**src/rtl/instr_line_refill_pkg.sv**
```systemverilog
// Shared constants and types for the L1 instruction-line refill engine.
package instr_line_refill_pkg;

    localparam int WORDS  = 8;              // 32-bit words per cache line
    localparam int IDX_W  = 3;              // log2(WORDS)
    localparam int LINE_W = 32 * WORDS;     // assembled line width
    localparam int TAG_W  = 32 - IDX_W;     // line tag = word address without word index

    typedef enum logic [1:0] {
        IDLE  = 2'd0,
        FILL  = 2'd1,
        DRAIN = 2'd2
    } state_t;

    // One bit wider than the word index so a full line count never wraps.
    typedef logic [IDX_W:0] cnt_t;

endpackage

```
**src/rtl/instr_line_refill_buf.sv**
```systemverilog
// Word-indexed line buffer with a flat line-wide read port. A word being
// written this cycle is forwarded to the read port so the line can be taken
// in the same cycle as its final beat.
module refill_line_buf
    import instr_line_refill_pkg::*;
(
    input  logic              CLK,
    input  logic              wr_en,
    input  logic [IDX_W-1:0]  wr_idx,
    input  logic [31:0]       wr_data,
    output logic [LINE_W-1:0] rd_line
);

    logic [31:0] words [WORDS];

    // Store one returned beat per cycle at its word slot.
    // NOTE: the storage has no reset; it is only read after a complete fill has rewritten every word.
    always_ff @(posedge CLK) begin
        if (wr_en) begin
            words[wr_idx] <= wr_data;
        end
    end

    // Flatten the words into a line, forwarding the word being written.
    always_comb begin
        rd_line = '0;
        for (int k = 0; k < WORDS; k++) begin
            rd_line[32*k +: 32] = (wr_en && (wr_idx == IDX_W'(k))) ? wr_data : words[k];
        end
    end

endmodule

```
**src/rtl/instr_line_refill.sv**
```systemverilog
// Refill engine below the L1 instruction cache: fetches an 8-word line as
// single-word memory reads, assembles it, and returns it with a one-cycle
// valid pulse. A request for a different line mid-fill drains the
// outstanding reads and abandons the old line.
module instr_line_refill
    import instr_line_refill_pkg::*;
(
    input  logic              CLK,
    input  logic              RESET,
    input  logic              req,
    input  logic [31:0]       req_addr,
    output logic [LINE_W-1:0] line_data,
    output logic              line_valid,
    output logic [31:0]       line_addr,
    output logic              busy,
    output logic              rd_req,
    output logic [31:0]       rd_addr,
    input  logic              rd_gnt,
    input  logic [31:0]       rd_data,
    input  logic              rd_valid
);

    state_t            state, state_nxt;
    logic [TAG_W-1:0]  req_tag, cur_tag, last_tag;
    logic              last_vld;
    cnt_t              issue_cnt, ret_cnt, outstanding;
    logic              start, begin_fill, fill_done, redirect, drain_done;
    logic              buf_wr, ret_adv;
    logic [LINE_W-1:0] buf_line;
    logic [IDX_W-1:0]  unused_addr_bits;

    // The word-index bits of the request address do not select a line.
    assign unused_addr_bits = req_addr[IDX_W-1:0];

    assign req_tag     = req_addr[31:IDX_W];
    // A held request for the line just delivered must not refetch it.
    assign start       = req & ~(last_vld & (req_tag == last_tag));
    assign outstanding = issue_cnt - ret_cnt;
    assign fill_done   = (state == FILL) & rd_valid & (ret_cnt == cnt_t'(WORDS - 1));
    assign redirect    = (state == FILL) & req & (req_tag != cur_tag);
    assign drain_done  = (state == DRAIN) &
                         ((outstanding == '0) | ((outstanding == cnt_t'(1)) & rd_valid));
    assign begin_fill  = (state_nxt == FILL) & (state != FILL);
    assign buf_wr      = (state == FILL) & rd_valid;
    // In DRAIN, beats are only counted while some are still owed.
    assign ret_adv     = rd_valid & ((state == FILL) | ((state == DRAIN) & (outstanding != '0)));

    refill_line_buf u_buf (
        .CLK     (CLK),
        .wr_en   (buf_wr),
        .wr_idx  (ret_cnt[IDX_W-1:0]),
        .wr_data (rd_data),
        .rd_line (buf_line)
    );

    // State register.
    // NOTE: sequential state uses non-blocking assignments so every flop samples pre-edge values.
    always_ff @(posedge CLK) begin
        if (RESET) begin
            state <= IDLE;
        end else begin
            state <= state_nxt;
        end
    end

    // Next-state: fill completion wins over a same-cycle redirect.
    // NOTE: default assignment first so no path leaves state_nxt unassigned (no latch).
    always_comb begin
        state_nxt = state;
        case (state)
            IDLE:    if (start) state_nxt = FILL;
            FILL: begin
                if (fill_done)     state_nxt = IDLE;
                else if (redirect) state_nxt = DRAIN;
            end
            DRAIN:   if (drain_done) state_nxt = start ? FILL : IDLE;
            default: state_nxt = IDLE;
        endcase
    end

    // Memory request and status outputs decoded from state and issue count.
    always_comb begin
        rd_req  = (state == FILL) & (issue_cnt < cnt_t'(WORDS));
        rd_addr = rd_req ? {cur_tag, issue_cnt[IDX_W-1:0]} : '0;
        busy    = (state != IDLE);
    end

    // Counters, tags and the registered line outputs.
    always_ff @(posedge CLK) begin
        if (RESET) begin
            cur_tag    <= '0;
            last_tag   <= '0;
            last_vld   <= 1'b0;
            issue_cnt  <= '0;
            ret_cnt    <= '0;
            line_valid <= 1'b0;
            line_addr  <= '0;
            line_data  <= '0;
        end else begin
            line_valid <= 1'b0;
            if (begin_fill) begin
                cur_tag   <= req_tag;
                issue_cnt <= '0;
                ret_cnt   <= '0;
            end else begin
                if (rd_req & rd_gnt) issue_cnt <= issue_cnt + cnt_t'(1);
                if (ret_adv)         ret_cnt   <= ret_cnt + cnt_t'(1);
            end
            if (fill_done) begin
                line_valid <= 1'b1;
                line_addr  <= {cur_tag, {IDX_W{1'b0}}};
                line_data  <= buf_line;
                last_tag   <= cur_tag;
                last_vld   <= 1'b1;
            end
        end
    end

endmodule

```
**config.mk**
```make
export PLATFORM = sky130hd
export DESIGN_NAME = instr_line_refill
export DESIGN_NICKNAME = d
export VERILOG_FILES = /design/src/rtl/instr_line_refill_pkg.sv /design/src/rtl/instr_line_refill_buf.sv /design/src/rtl/instr_line_refill.sv
export SDC_FILE = /design/constraint.sdc
export NUM_CORES = 1
export LEC_CHECK = 0
export BUFFER_PORTS_ARGS = -buffer_cell sky130_fd_sc_hd__buf_2
export CORE_MARGIN = 2
export CORE_UTILIZATION = 55
export DETAILED_ROUTE_END_ITERATION = 8
export PLACE_DENSITY = 0.79
export SLEW_MARGIN = 20
export SYNTH_ARGS = -nofsm -noshare
export SYNTH_HDL_FRONTEND = slang
export SYNTH_SLANG_ARGS = --single-unit
```
**constraint.sdc**
```tcl
create_clock -name CLK -period 5.7 [get_ports CLK]
set_input_delay 1.14 -clock CLK [delete_from_list [all_inputs] [get_ports CLK]]
set_output_delay 1.14 -clock CLK [all_outputs]
set_load 0.05 [all_outputs]
```
==> results by group <==
Yosys
  – Yosys top cell area share: 0.359
  – Number of flops mapped to enable cells by yosys: 256
  – Synth area leaders: edfxtp_1, dfxtp_1, nand2_1
  – Synthesized cell area: 21400 sq um
  – Dominant synthesized flop cell: dfxtp_1
  – Post-synthesis sequential area ratio: 0.664
  – Leading area contributor after synthesis: edfxtp_1
  – Post-synth cell types: 45
  – #FFs+latches synth: 582
  – Synth Instances: 1894
  – Avg Inst Size Synth: 11.3 sq um
  – Asr flop ratio synth: 0
  – Syn. warnings: 0

Pwr
  – Power Density: 340 nW/um^2
  – Leakage power: 9.94 nW
  – Peak supply drop: 0.260 mV

Timing
  – Slew headroom: 0.252
  – Period minus WS final: 3.64 ns
  – RSZ-0062 raised after global routing: no
  – Setup-failing EPs final: 0
  – Measured slew at the worst slew-check pin: 1.12 ns
  – Skew final: 0.0146 ns
  – Fmax: 275 MHz
  – Final hold violations: 0
  – Period utilization: 0.639
  – Final Max Slew Viols: 0
  – Fin Setup TNS: 0 ns

Critical path
  – Arrival time at the worst endpoint: 2.50 ns
  – R2R Setup Slk: 2.51 ns
  – Crit start category: register
  – Reg2reg end: cur_tag[25]
  – Critical path endpoint category: output port
  – Worst setup path startpoint: state[0]
  – Reg2Reg Depth: 9
  – R2R Path Start: ret_cnt[0]
  – CP max FO: 35
  – Crit Path Class: register to output port
  – Worst Path Required: 4.56 ns

Clocking
  – CTS resizes: 0
  – Max Root-Sink Buffers: 3
  – # H-tree levels: 2
  – Num CTS Buffers: 56
  – # hold bufs at CTS: 0
  – Worst-path clk slew: 0.06 ns
  – Later-pin clock latency in the skew report: 0.61 ns
  – Post-CTS setup buffer count: 0
  – CTS sink count: 582
  – CTS tree: built
  – Clk root buf: clkbuf_16

Die
  – Initial Util: 0.555
  – Die Span X: 201 microns
  – Ports: 392
  – Row count: 72
  – Core area: 38600 sq um
  – Die footprint: 40500 sq um
  – Die height: 201 microns

Min path
  – HP Start: line_data[103]
  – Hold Crit Depth: 2
  – Hold crit path type: register to register
  – Worst Hold Endpoint: line_data[103]

Layout
  – Layout cells sized above 1: 0.227
  – Nets: 2304
  – Final Core Density: 0.662
  – Area grow syn2layout: 19.3%

Routing
  – Post-Route WL: 58200 microns
  – DR iter-0 viols: 1402
  – Vias per inst: 5.65
  – Remaining routing DRC violations: 0
  – Vias: 15800
  – Antenna Violating Nets Remaining: 0
  – Post-DR wirelength/cell: 20.8 microns
  – TritonRoute pass-1 iters: 6

Flow run
  – Max cap viols: 0

Global route
  – Largest net degree at the start of global routing: 225
  – First-pass GRT wire length: 87900 microns
  – All-Layer GR Usage: 0.282
  – Grt ovf: 0
  – Initial antenna violation count: 2
  – Vias in the first global route: 15100

Placement
  – Buffers added on ports: 385
  – Routability cong.: 0.841
  – Placed wire-length estimate: 36100 microns

Run status
  – Run status: finished, final reports clean
==> state kept, by name (all words and copies together) (netlist names) <==
signal and cells:
line_valid 1, line_data 256, u_buf.words 256, line_addr 29, state 2, ret_cnt 4
cur_tag 29, last_vld 1, issue_cnt 4
==> cell usage in the layout, fill, tap and decap left out, drive strengths merged, types with 2 or more instances in the layout <==
cell type and instances:
a2111oi 2, a211oi 67, a21o 3, a21oi 195, a311oi 32, and2 34
buf 404, bufinv 5, clkbuf 75, clkinv 17, clkinvlp 5, conb 3
dfxtp 326, edfxtp 256, ha 8, inv 10, mux2i 94, nand2 422
nand2b 59, nand3 42, nand3b 2, nand4 16, nor2 102, nor2b 2
nor3 10, nor4 6, or3 2, xnor2 61, xor2 2
==> how the worst max path moves through the flow <==
stage	end	slack [ns]	depth (start not counted)
after floorplan	u_buf.words[6][0]	0.90	2
after global placement	line_data[250]	2.33	6
after global routing	rd_addr[9]	1.91	4
after detailed placement	line_data[0]	2.38	6
after CTS	rd_addr[7]	2.05	4
final	rd_addr[7]	2.06	4
==> cell type report <==
class	instances	area [sq um]
Tap cell	518	648
Inverter	7	26.3
Multi-Input combinational cell	1175	6610
Sequential cell	582	14200
Clock buffer	75	1570
Fill cell	2931	13000
Antenna cell	1	2.50
Clock inverter	30	322
Timing Repair Buffer	404	2140
==> report_power, final <==
part           internal [W]  leakage (nW)  switching [W]
combinational      0.000132          4.09       0.000323
sequential          0.00441          4.94      0.0000413
clock               0.00217         0.920        0.00160
total               0.00671          9.94        0.00196
==> through the flow <==
stage,setup slack [ns],cells,total power [W],cell area (sq um),hold WS (ns)
2_1_floorplan,0.895,1896,0.00481,21400,0.440
3_3_place_gp,2.33,2685,0.00497,23600,0.440
3_5_place_dp,2.38,2686,0.00499,23600,0.443
4_1_cts,2.05,2791,0.00871,25500,0.452
5_1_grt,1.91,2792,0.00891,25500,0.475
6_report,2.06,2792,0.00867,25500,0.450
==> cells in the mapped netlist (all sizes together), types with 8 or more instances <==
cell / instances
a211oi: 67
a21oi: 195
a311oi: 32
and2: 34
buf: 79
clkbuf: 53
dfxtp: 326
edfxtp: 256
ha: 8
mux2i: 94
nand2: 422
nand2b: 59
nand3: 42
nand4: 16
nor2: 102
nor3: 10
xnor2: 61
==> logic make-up (layout without fill, tap and decap cells) <==
group	Yosys count	count (layout)	share of synthesized area
and+or+nand+nor	701	701	0.142
DFF	582	582	0.664
AOI/OAI and AO/OA	305	305	0.0871
buffers and inverters	139	516	0.0310
muxes	94	94	0.0440
xor gates and xnor gates	63	63	0.0258
adders and majority gates	9	9	0.00561
other	1	4	0.000175
==> layer usage <==
| layer | part of all wire | vias up | global-route usage |
|---|---|---|---|
| met4 | 0.042 | 0 | 0.123 |
| met5 | 0 | - | 0 |
| met1 | 0.40 | 7643 | 0.376 |
| met3 | 0.10 | 142 | 0.0700 |
| li1 | - | 7211 | - |
| met2 | 0.46 | 765 | 0.441 |
==> worst max-delay path, stage by stage, from the launching register on <==
cell and delay [ns]:
dfxtp_1 0.42, nor2b_4 0.25, nor2b_4 0.67, and2_1 0.27, buf_2 0.28
Note: power is estimated with default switching activity, not from simulation.
